### src/rtl/uart_pkg.sv
// uart_pkg: shared UART constants and the receiver state encoding.
package uart_pkg;
    localparam int DATA_BITS        = 8;
    localparam int CLKS_PER_BIT_DEF = 100;
    typedef enum logic [1:0] {IDLE, START, DATA, STOP} uart_rx_state_t;
endpackage

### src/rtl/sync_2ff.sv
// sync_2ff: two-flop synchronizer for one asynchronous input bit.
module sync_2ff #(
    parameter logic RST_VAL = 1'b1
) (
    input  logic clk,
    input  logic nRst,
    input  logic d,
    output logic q
);
    logic meta_q, sync_q;
    always_ff @(posedge clk or negedge nRst) begin
        if (!nRst) begin
            meta_q <= RST_VAL;
            sync_q <= RST_VAL;
        end else begin
            meta_q <= d;
            sync_q <= meta_q;
        end
    end
    assign q = sync_q;
endmodule

### src/rtl/uart_rx.sv
// uart_rx: 8N1 UART receiver with mid-bit sampling, start-glitch rejection and framing-error flag.
module uart_rx
    import uart_pkg::*;
#(
    parameter int CLKS_PER_BIT = CLKS_PER_BIT_DEF
) (
    input  logic                 clk,
    input  logic                 nRst,
    input  logic                 rx_serial,
    output logic [DATA_BITS-1:0] rx_byte,
    output logic                 rx_ready,
    output logic                 rx_err,
    output logic                 rx_busy
);
    localparam int CW = $clog2(CLKS_PER_BIT);
    localparam int BW = $clog2(DATA_BITS);
    localparam logic [CW-1:0] HALF_M1 = CW'(CLKS_PER_BIT / 2 - 1);
    localparam logic [CW-1:0] FULL_M1 = CW'(CLKS_PER_BIT - 1);
    localparam logic [BW-1:0] LAST_BIT = BW'(DATA_BITS - 1);

    logic rx_s;
    uart_rx_state_t state_q, state_d;
    logic [CW-1:0] clk_cnt_q, clk_cnt_d;
    logic [BW-1:0] bit_idx_q, bit_idx_d;
    logic [DATA_BITS-1:0] shift_q, shift_d, byte_q, byte_d;
    logic ready_q, ready_d, err_q, err_d, busy_q, busy_d;

    sync_2ff #(.RST_VAL(1'b1)) u_sync (
        .clk (clk),
        .nRst(nRst),
        .d   (rx_serial),
        .q   (rx_s)
    );

    always_comb begin
        state_d   = state_q;
        clk_cnt_d = clk_cnt_q;
        bit_idx_d = bit_idx_q;
        shift_d   = shift_q;
        byte_d    = byte_q;
        ready_d   = 1'b0;
        err_d     = 1'b0;
        busy_d    = busy_q;
        case (state_q)
            IDLE: begin
                clk_cnt_d = '0;
                bit_idx_d = '0;
                if (!rx_s) state_d = START;
            end
            START: begin
                clk_cnt_d = clk_cnt_q + 1'b1;
                if (clk_cnt_q == HALF_M1) begin
                    clk_cnt_d = '0;
                    state_d   = rx_s ? IDLE : DATA;
                    busy_d    = !rx_s;
                end
            end
            DATA: begin
                clk_cnt_d = clk_cnt_q + 1'b1;
                if (clk_cnt_q == FULL_M1) begin
                    clk_cnt_d          = '0;
                    shift_d[bit_idx_q] = rx_s;
                    bit_idx_d          = bit_idx_q + 1'b1;
                    if (bit_idx_q == LAST_BIT) state_d = STOP;
                end
            end
            default: begin
                clk_cnt_d = clk_cnt_q + 1'b1;
                if (clk_cnt_q == FULL_M1) begin
                    // Leave at mid-stop-bit so a following start edge is never missed.
                    clk_cnt_d = '0;
                    byte_d    = rx_s ? shift_q : byte_q;
                    ready_d   = rx_s;
                    err_d     = !rx_s;
                    busy_d    = 1'b0;
                    state_d   = IDLE;
                end
            end
        endcase
    end

    always_ff @(posedge clk or negedge nRst) begin
        if (!nRst) begin
            state_q   <= IDLE;
            clk_cnt_q <= '0;
            bit_idx_q <= '0;
            shift_q   <= '0;
            byte_q    <= '0;
            ready_q   <= 1'b0;
            err_q     <= 1'b0;
            busy_q    <= 1'b0;
        end else begin
            state_q   <= state_d;
            clk_cnt_q <= clk_cnt_d;
            bit_idx_q <= bit_idx_d;
            shift_q   <= shift_d;
            byte_q    <= byte_d;
            ready_q   <= ready_d;
            err_q     <= err_d;
            busy_q    <= busy_d;
        end
    end

    assign rx_byte  = byte_q;
    assign rx_ready = ready_q;
    assign rx_err   = err_q;
    assign rx_busy  = busy_q;
endmodule

### config.mk
export PLATFORM = sky130hd
export DESIGN_NAME = uart_rx
export DESIGN_NICKNAME = d
export VERILOG_FILES = /design/src/rtl/uart_pkg.sv /design/src/rtl/sync_2ff.sv /design/src/rtl/uart_rx.sv
export SDC_FILE = /design/constraint.sdc
export NUM_CORES = 1
export LEC_CHECK = 0
export ABC_AREA = 1
export BUFFER_PORTS_ARGS = -buffer_cell sky130_fd_sc_hd__clkbuf_2
export CELL_PAD_IN_SITES_DETAIL_PLACEMENT = 0
export CELL_PAD_IN_SITES_GLOBAL_PLACEMENT = 1
export CORE_MARGIN = 4
export CORE_UTILIZATION = 40
export CTS_CLUSTER_SIZE = 28
export DETAILED_ROUTE_END_ITERATION = 6
export PLACE_DENSITY_LB_ADDON = 0.1
export RECOVER_POWER = 100
export SLEW_MARGIN = 15
export SYNTH_ARGS = -nofsm -noshare
export SYNTH_HDL_FRONTEND = slang
export SYNTH_HIERARCHICAL = 1
export SYNTH_SLANG_ARGS = --single-unit
### constraint.sdc
create_clock -name clk -period 1.6 [get_ports clk]
set_input_delay 0.32 -clock clk [delete_from_list [all_inputs] [get_ports clk]]
set_output_delay 0.32 -clock clk [all_outputs]
set_load 0.005 [all_outputs]
; Word level (Yosys, flattened, before mapping)
; Index checks and enable logic that the tools add are counted.
[totals]
reg_bits = 33
input_bits = 3
word_cells = 60
[classes]
n_addsub = 2
order_cmp = 2
eq_ne = 9
muxes = 22
n_bitwise = 2
reduce_logical = 13
[ops]
columns = cell, n
row1 = two-way mux 7 bit, 2
row2 = case mux 7 bit (2 select lines), 1
row3 = two-way mux 2 bit, 6
row4 = bitwise mux 8 bit, 1
row5 = "inequality test 2 bit, second input constant", 4
row6 = "adder 7 x 1 -> 7 bit, second input constant", 1
row7 = "== test 7 x 6 -> 1 bit, second input constant", 1
row8 = "== test 7 bit, second input constant", 1
row9 = two-way mux 1 bit, 7
row10 = case mux 2 bit (3 select lines), 1
row11 = case mux 3 bit (2 select lines), 1
row12 = AND reduction 3 bit, 2
row13 = AND reduction 5 bit, 1
row14 = "< comparator 3 x 4 -> 1 bit, second input constant", 1
row15 = AND reduction 2 bit, 2
row16 = nonzero test 2 bit, 2
row17 = "adder 3 x 1 -> 3 bit, second input constant", 1
row18 = demux 1 bit (select 3 bit), 1
row19 = "== test 3 bit, second input constant", 1
row20 = "greater-or-equal comparator 3 x 1 -> 1 bit, second input constant", 1
row21 = two-way mux 3 bit, 1
row22 = nonzero test 3 bit, 1
row23 = OR reduction 3 bit, 1
row24 = "== test 2 x 1 -> 1 bit, second input constant", 1
row25 = 7 further kinds, 8

; Depth between registers and ports, before layout
; Gate-level depths: netlist of the first run.
[logic_depth]
ltp_word = 5
ltp_mapped = 9
depth_no_buf = 9

; Cells and area by module
; Netlist of the first run, hierarchy kept.
[modules_own_cells]
columns = module, n_inst, cells_each, area_each_um2, seq_area_each_um2
row1 = uart_rx, 1, 176, 1481.4, 775.7
row2 = sync_2ff, 1, 2, 52.6, 52.6

; Worst setup path before layout of the first run
; No wires, ideal clock.
[synth_timing]
kind = register to register
startpoint = reg clk_cnt_q[0]
endpoint = reg clk_cnt_q[6]
setup_ns = 0.119
arrival_ns = 1.262
setup_slack_ns = 0.220
stages_incl_launch_ff = 9
period_less_slack_ns = 1.380
path_cell_list = dfrtp_1 ha_1 nand2_2 nor2_4 nand2_4 nand2_2 nand2_1 inv_1 nor2_1
[synth_between]
elab_chain_cells = 3
[synth_rtl]
columns = element, line_no
row1 = "start, declared", uart_rx.sv:23  ; logic [CW-1:0] clk_cnt_q, clk_cnt_d;
row2 = "start signal, assigned", uart_rx.sv:94  ; clk_cnt_q <= clk_cnt_d;
row3 = "adder 7 x 1 -> 7 bit, or another cell as far along", "uart_rx.sv:51, uart_rx.sv:59, uart_rx.sv:68"
row4 = "two-way mux 7 bit, on equally long branches", "uart_rx.sv:60, uart_rx.sv:69, uart_rx.sv:52"
row5 = case mux 7 bit (2 select lines) (*), uart_rx.sv:44  ; case (state_q)
row6 = net clk_cnt_d[6], uart_rx.sv:23
; The timed path passes the listed nets; every way through them passes the cells marked *.
; A chain may end at the register's enable or synchronous reset.

; Worst setup path after layout of the first run
[layout_timing]
startpoint = reg clk_cnt_q[0]
endpoint = reg clk_cnt_q[4]
; The elaborated chain is that of the path after synthesis.

==> results.sh, run 1 <==
export IMPL_p_seq_frac=0.499
export IMPL_std_cell_rows=22
export IMPL_clock_sinks=33
export IMPL_synth_fp_nets=185
export IMPL_synth_seq_cells=33
export IMPL_drc=0
export IMPL_synth_common_cells="66 x nand2_1, 31 x dfrtp_1, 13 x nand3_1, 13 x nand4_1, 13 x nor2_1"
export IMPL_yosys_warnings=6
export IMPL_drv_cap=0
export IMPL_clockPowerShare=0.482
export IMPL_cts_tree="yes"
export IMPL_p_per_area_mw_per_mm2=894
export IMPL_ff_latch_area_um2=828
export IMPL_switchingPower_mw=0.327
export IMPL_fp_dieH_um=69.9
export IMPL_synth_edf_count=0
export IMPL_slew_headroom=0.378
export IMPL_clock_skew_ns=0.00488
export IMPL_period_share=0.947
export IMPL_place_inst=240
export IMPL_vias=1196
export IMPL_totalWireLength_um=3130
export IMPL_ir_drop_uv=612
export IMPL_leakagePower_nw=1.03
export IMPL_grt_overflow=0
export IMPL_arrival_ns=1.72
export IMPL_slew_violations=0
export IMPL_final_hold_viol_count=0
export IMPL_start_util=0.416
export IMPL_grt_pass1_vias=1143
export IMPL_fmax_mhz=660
export IMPL_reg2reg_setup_slack_ns=0.09
export IMPL_total_power_mw=1.68
export IMPL_drive_above_1_share=0.207
export IMPL_core_area_mm2=0.00369
export IMPL_syn_area_mm2=0.00153
export IMPL_min_path_type="in -> reg"
export IMPL_hpwl_um=2050
export IMPL_cts_path_max_buffers=2
export IMPL_synth_most_common_cell="nand2_1"
export IMPL_synth_top_area_frac=0.506
export IMPL_endpoint_kind="flip-flop"
export IMPL_yosysSeqAreaShare=0.540
export IMPL_clock_latency_ns=0.28
export IMPL_track_usage=0.137
export IMPL_firstDrtPassIters=4
export IMPL_routed_top_layer="met4"
export IMPL_met1_length_um=1570
export IMPL_switching_share=0.194
export IMPL_first_iter_violations=44
export IMPL_start_kind="flip-flop"
export IMPL_critPathCapture="clk_cnt_q[4]$_DFF_PN0_"
export IMPL_yosysUniqueCellTypes=23
export IMPL_nNetsFinal=214
export IMPL_pin_count=14
export IMPL_post_route_min_period_ns=1.51
export IMPL_fp_dieW_um=69.9
export IMPL_yosysTopAreaCell="dfrtp_1"
export IMPL_crit_path_start="clk_cnt_q[0]$_DFF_PN0_"
export IMPL_synthArstFlopShare=1.00
export IMPL_layout_cells_non_filler=256
export IMPL_grt_max_degree=20
export IMPL_synthesis_instances=178
export IMPL_clk_pin_slew_ns=0.07
export IMPL_ys_flop_type="dfrtp_1"
export IMPL_grt_pass1_wl_um=5280
export IMPL_cp_required_ns=1.80
export IMPL_r2r_start="clk_cnt_q[0]$_DFF_PN0_"
export IMPL_r2r_cells=9
export IMPL_syn_to_final_growth_pct=22.8
export IMPL_met2WireLength_um=1390
export IMPL_htreeDepth=2
export IMPL_worstReg2RegEnd="clk_cnt_q[4]$_DFF_PN0_"
export IMPL_io_buffers=13
export IMPL_die_area_mm2=0.00489
export IMPL_multi_input_area_um2=656
export IMPL_pwr_share_comb=0.020
export IMPL_postRouteAntennaNets=0
export IMPL_nFillCells=370
export IMPL_clockRootBuffer="clkbuf_8"
export IMPL_yosys_top_cells_area="dfrtp_1 51%, nand2_1 16%, nand4_1 5.3%, nand3_1 4.2%, dfstp_2 3.4%"
export IMPL_place_gp_congestion=0.785
export IMPL_cell_internal_pwr_mw=1.36
export IMPL_route_met3_wl_um=119
export IMPL_via_per_inst=4.67
export IMPL_critPathKind="reg -> reg"
export IMPL_crit_fanout=5
export IMPL_cts_buffers=5
export IMPL_antenna_found_initial=0
export IMPL_wl_per_cell_um=12.2
export IMPL_status="finished, final reports clean"
export IMPL_n_antenna_cell=0
export IMPL_finalSetupViolCount=0
export IMPL_max_slew_worst_pin_slew_ns=0.933
export IMPL_syn_area_per_cell_um2=8.62
==> power groups by stage <==
stage	clock network, mW	registers (mW)	logic, mW
6_report	0.811	0.840	0.0331
5_1_grt	0.877	0.839	0.0385
4_1_cts	0.827	0.840	0.0353
3_5_place_dp	0	0.855	0.0333
3_3_place_gp	0	0.855	0.0327
2_1_floorplan	0	0.855	0.00527
==> flip-flops by register name, summed over array words and instances (netlist names) <==
name and count:
shift_q 8, rx_err 1, rx_byte 8, state_q 2, u_sync/q 1, clk_cnt_q 7
u_sync/meta_q 1, rx_ready 1, rx_busy 1, bit_idx_q 3
==> cells by family after synthesis <==
group / Yosys count / share of synthesized area
fa+ha+maj: 4 / 0.0326
flops: 33 / 0.540
simple gates: 115 / 0.343
compound gates: 5 / 0.0179
buf+inv: 19 / 0.0546
xor+xnor: 2 / 0.0114
==> through the flow <==
stage	setup TNS [ns]	setup slack, ns	hold WS [ns]	cell area [µm²]	utilization
global placement	0	0.0906	0.278	1680	0.456
CTS	0	0.0438	0.110	1810	0.490
finish	0	0.0854	0.117	1880	0.511
global route	-0.0252	-0.0239	0.0966	1880	0.511
detailed placement	0	0.0529	0.278	1680	0.456
floorplan	0	0.220	0.0244	1530	-
==> worst max-delay path, stage by stage (launching register included) <==
cell and delay (ns):
dfrtp_1 0.44, buf_4 0.16, ha_1 0.19, nand2_1 0.07, inv_1 0.04, nand3_1 0.10
nand2_2 0.09, nand2_2 0.12, nand2_1 0.07, a21oi_1 0.14
==> routing by layer <==
layer	up-vias	global-route usage
met5	-	0
met4	0	0.0511
met3	4	0.0590
met2	15	0.199
met1	546	0.181
li1	631	-
==> final cells by class <==
| class | instances | area share |
|---|---|---|
| Inverter | 16 | 0.0332 |
| Tap cell | 48 | 0.0319 |
| Clock inverter | 1 | 0.0159 |
| Sequential cell | 33 | 0.440 |
| Multi-Input combinational cell | 127 | 0.348 |
| Clock buffer | 7 | 0.0458 |
| Timing Repair inverter | 1 | 0.00399 |
| Timing Repair Buffer | 23 | 0.0811 |
==> worst min path at each step <==
stage | startpoint | end | depth (start not counted)
2_1_floorplan | nRst | bit_idx_q[0]$_DFFE_PN0P_ | 0
4_1_cts | rx_serial | u_sync/meta_q$_DFF_PN1_ | 1
3_3_place_gp | nRst | clk_cnt_q[4]$_DFF_PN0_ | 1
5_1_grt | rx_serial | u_sync/meta_q$_DFF_PN1_ | 1
6_report | rx_serial | u_sync/meta_q$_DFF_PN1_ | 1
3_5_place_dp | nRst | clk_cnt_q[4]$_DFF_PN0_ | 1
==> repair_timing <==
action,CTS,global route
endpoints found under the hold margin,12,0
hold buffers,1,0
setup endpoints to repair,0,27
resized for setup,0,7
buffers inserted,0,5
==> cell usage in the layout, fill, tap and decap left out, drive strengths merged, types with 2 or more instances in the layout <==
| master | netlist | layout |
|---|---|---|
| nand2 | 70 | 70 |
| dfrtp | 31 | 31 |
| clkbuf | 0 | 20 |
| nor2 | 17 | 18 |
| inv | 15 | 15 |
| nand3 | 13 | 13 |
| nand4 | 13 | 13 |
| buf | 3 | 9 |
| ha | 4 | 4 |
| a21oi | 3 | 3 |
| xnor2 | 2 | 2 |
| nor3 | 2 | 2 |
| dfstp | 2 | 2 |
No activity file was read; power rests on OpenSTA's default activity.
==> run 2, diff against run 1 <==
- ABC_AREA: 1 -> default
==> results.sh, run 2 <==
export IMPL_vias=1052
export IMPL_worstReg2RegEnd="shift_q[6]$_DFFE_PN0P_"
export IMPL_cp_required_ns=1.76
export IMPL_postPlaceCellArea_mm2=0.00179
export IMPL_switchingPower_mw=0.294
export IMPL_drc=0
export IMPL_place_gp_congestion=0.807
export IMPL_track_usage=0.134
export IMPL_cell_internal_pwr_mw=1.16
export IMPL_cts_tree="yes"
export IMPL_whs_ns=0.121
export IMPL_fp_dieW_um=70.3
export IMPL_syn_to_final_growth_pct=29.5
export IMPL_synth_fp_nets=132
export IMPL_rsz0062_at_grt="yes"
export IMPL_endpoint_kind="flip-flop"
export IMPL_slew_violations=0
export IMPL_totalWireLength_um=3000
export IMPL_std_cell_rows=22
export IMPL_crit_fanout=8
export IMPL_ir_drop_uv=354
export IMPL_clk_pin_slew_ns=0.06
export IMPL_grt_pass1_vias=1028
export IMPL_leakagePower_nw=0.963
export IMPL_drv_cap=0
export IMPL_post_route_min_period_ns=1.72
export IMPL_start_util=0.418
export IMPL_final_cell_mix="31 x dfrtp_1, 20 x buf_4, 12 x mux2_4"
export IMPL_syn_area_mm2=0.00155
export IMPL_ys_flop_type="dfrtp_1"
export IMPL_finalSetupViolCount=23
export IMPL_switching_share=0.203
export IMPL_synth_seq_cells=33
export IMPL_post_route_cell_area_mm2=0.00201
export IMPL_place_inst=197
export IMPL_hpwl_um=2020
export IMPL_fin_ws_ns=-0.119
export IMPL_core_area_mm2=0.00372
export IMPL_holdPathEnd="u_sync/meta_q$_DFF_PN1_"
export IMPL_critPathKind="reg -> reg"
export IMPL_antenna_found_initial=0
export IMPL_yosys_warnings=6
export IMPL_via_per_inst=4.99
export IMPL_io_buffers=13
export IMPL_clockPowerShare=0.398
export IMPL_cts_path_max_buffers=2
export IMPL_hold_depth=1
export IMPL_synthArstFlopShare=1.00
export IMPL_p_per_area_mw_per_mm2=720
export IMPL_reg2reg_setup_slack_ns=-0.12
export IMPL_pwr_share_comb=0.020
export IMPL_synth_top_area_frac=0.499
export IMPL_crit_path_start="clk_cnt_q[3]$_DFF_PN0_"
export IMPL_layout_cells_non_filler=211
export IMPL_fmax_mhz=582
export IMPL_holdCritStartpoint="rx_serial"
export IMPL_syn_area_per_cell_um2=12.4
export IMPL_p_seq_frac=0.582
export IMPL_cts_buffers=5
export IMPL_yosys_top_cells_area="dfrtp_1 50%, mux2_4 7.7%, mux2_2 4.3%, dfstp_2 3.4%, ha_1 3.2%"
export IMPL_synth_edf_count=0
export IMPL_yosysTopAreaCell="dfrtp_1"
export IMPL_layout_commonest_cell="dfrtp_1"
export IMPL_drive_above_1_share=0.429
export IMPL_r2r_start="clk_cnt_q[3]$_DFF_PN0_"
export IMPL_postRouteAntennaNets=0
export IMPL_grt_max_degree=18
export IMPL_synthesis_instances=125
export IMPL_start_kind="flip-flop"
export IMPL_violations="setup timing"
export IMPL_min_path_type="in -> reg"
export IMPL_grt_pass1_wl_um=5110
export IMPL_clock_latency_ns=0.28
export IMPL_final_hold_viol_count=0
export IMPL_n_antenna_cell=0
export IMPL_fp_dieH_um=70.3
export IMPL_yosysUniqueCellTypes=35
export IMPL_synth_common_cells="31 x dfrtp_1, 10 x nand3_1, 10 x nor2_1"
export IMPL_die_area_mm2=0.00495
export IMPL_first_iter_violations=60
export IMPL_yosysSeqAreaShare=0.533
export IMPL_clock_sinks=33
export IMPL_status="finished, violations left"
export IMPL_grt_overflow=0
export IMPL_firstDrtPassIters=4
export IMPL_pin_count=14
export IMPL_nNetsFinal=169
export IMPL_clock_skew_ns=0.00557
export IMPL_r2r_cells=4
export IMPL_synth_most_common_cell="dfrtp_1"
export IMPL_period_share=1.07
export IMPL_clockRootBuffer="clkbuf_8"
export IMPL_arrival_ns=1.88
export IMPL_max_slew_worst_pin_slew_ns=0.905
export IMPL_wl_per_cell_um=14.2
export IMPL_slew_headroom=0.397
export IMPL_htreeDepth=2
-- run 2: cell count changes after synthesis, sizes merged, moves of 3 or more --
cell	change
clkbuf	+3
inv	-11
mux2	+16
nand2	-63
nand3	-3
nand4	-12
nand4b	+3
nor2	-7
nor2b	+4
-- run 2: cell type report --
| class | instances | area, µm² |
|---|---|---|
| fill | 345 | 1700 |
| sequential | 33 | 828 |
| multi-input combinational | 82 | 785 |
| timing repair buffer | 36 | 244 |
| clock buffer | 8 | 80.1 |
| tap | 48 | 60.1 |
| inverter | 4 | 15.0 |
-- run 2: worst max path at each step --
stage                        endpoint  cells after the start  slack [ns]
2_1_floorplan  shift_q[3]$_DFFE_PN0P_                      5       -0.07
3_3_place_gp   rx_byte[2]$_DFFE_PN0P_                      4       -0.06
3_5_place_dp   rx_byte[5]$_DFFE_PN0P_                      4       -0.10
4_1_cts        rx_byte[3]$_DFFE_PN0P_                      4       -0.09
5_1_grt        shift_q[7]$_DFFE_PN0P_                      4       -0.17
6_report       shift_q[6]$_DFFE_PN0P_                      4       -0.12
-- run 2: power groups by stage --
stage / sequential [mW] / clock, mW / combinational, mW
final: 0.843 / 0.577 / 0.0292
after global routing: 0.842 / 0.653 / 0.0348
after CTS: 0.842 / 0.608 / 0.0351
after detailed placement: 0.856 / 0 / 0.0332
after global placement: 0.856 / 0 / 0.0326
after floorplan: 0.856 / 0 / 0.00419
-- run 2: kinds of logic (layout without fill, tap and decap cells) --
logic type,Yosys count,count (layout),synth area share
AO/OA/AOI/OAI,7,7,0.0346
XOR/XNOR,5,5,0.0282
adder cells (fa/ha/maj),4,4,0.0322
buffers and inverters,11,48,0.0378
flip-flops,33,33,0.533
multiplexers,18,18,0.148
AND/OR/NAND/NOR,47,48,0.186
-- run 2: critical path, stage by stage (launching register included) --
cell and delay (ns):
dfrtp_1 0.41, nor3b_4 0.27, nand4b_4 0.24, or3_4 0.39, mux2_4 0.30
-- run 2: routing by layer --
layer	global-route usage	vias to the layer above	share of wire	wire, µm
li1	-	514	-	-
met1	0.166	513	0.45	1340
met2	0.210	18	0.48	1450
met3	0.0432	7	0.049	146
met4	0.0638	0	0.021	62
met5	0	-	0	0
-- run 2: timing repair --
action,4_1_cts,5_1_grt
setup endpoints to repair,16,26
setup buffers,2,2
hold endpoints to repair,16,0
hold buffers,1,0
cloned,1,0
resized for setup,4,17
pin swaps,4,9
-- run 2: metrics by stage --
step / total power [mW] / worst slack, ns / TNS [ns] / utilization
floorplan: 0.860 / -0.0710 / -0.531 / -
global placement: 0.889 / -0.0643 / -0.705 / 0.482
detailed placement: 0.889 / -0.101 / -1.04 / 0.482
CTS: 1.48 / -0.0904 / -1.11 / 0.517
global route: 1.53 / -0.169 / -4.09 / 0.541
finish: 1.45 / -0.119 / -1.40 / 0.541
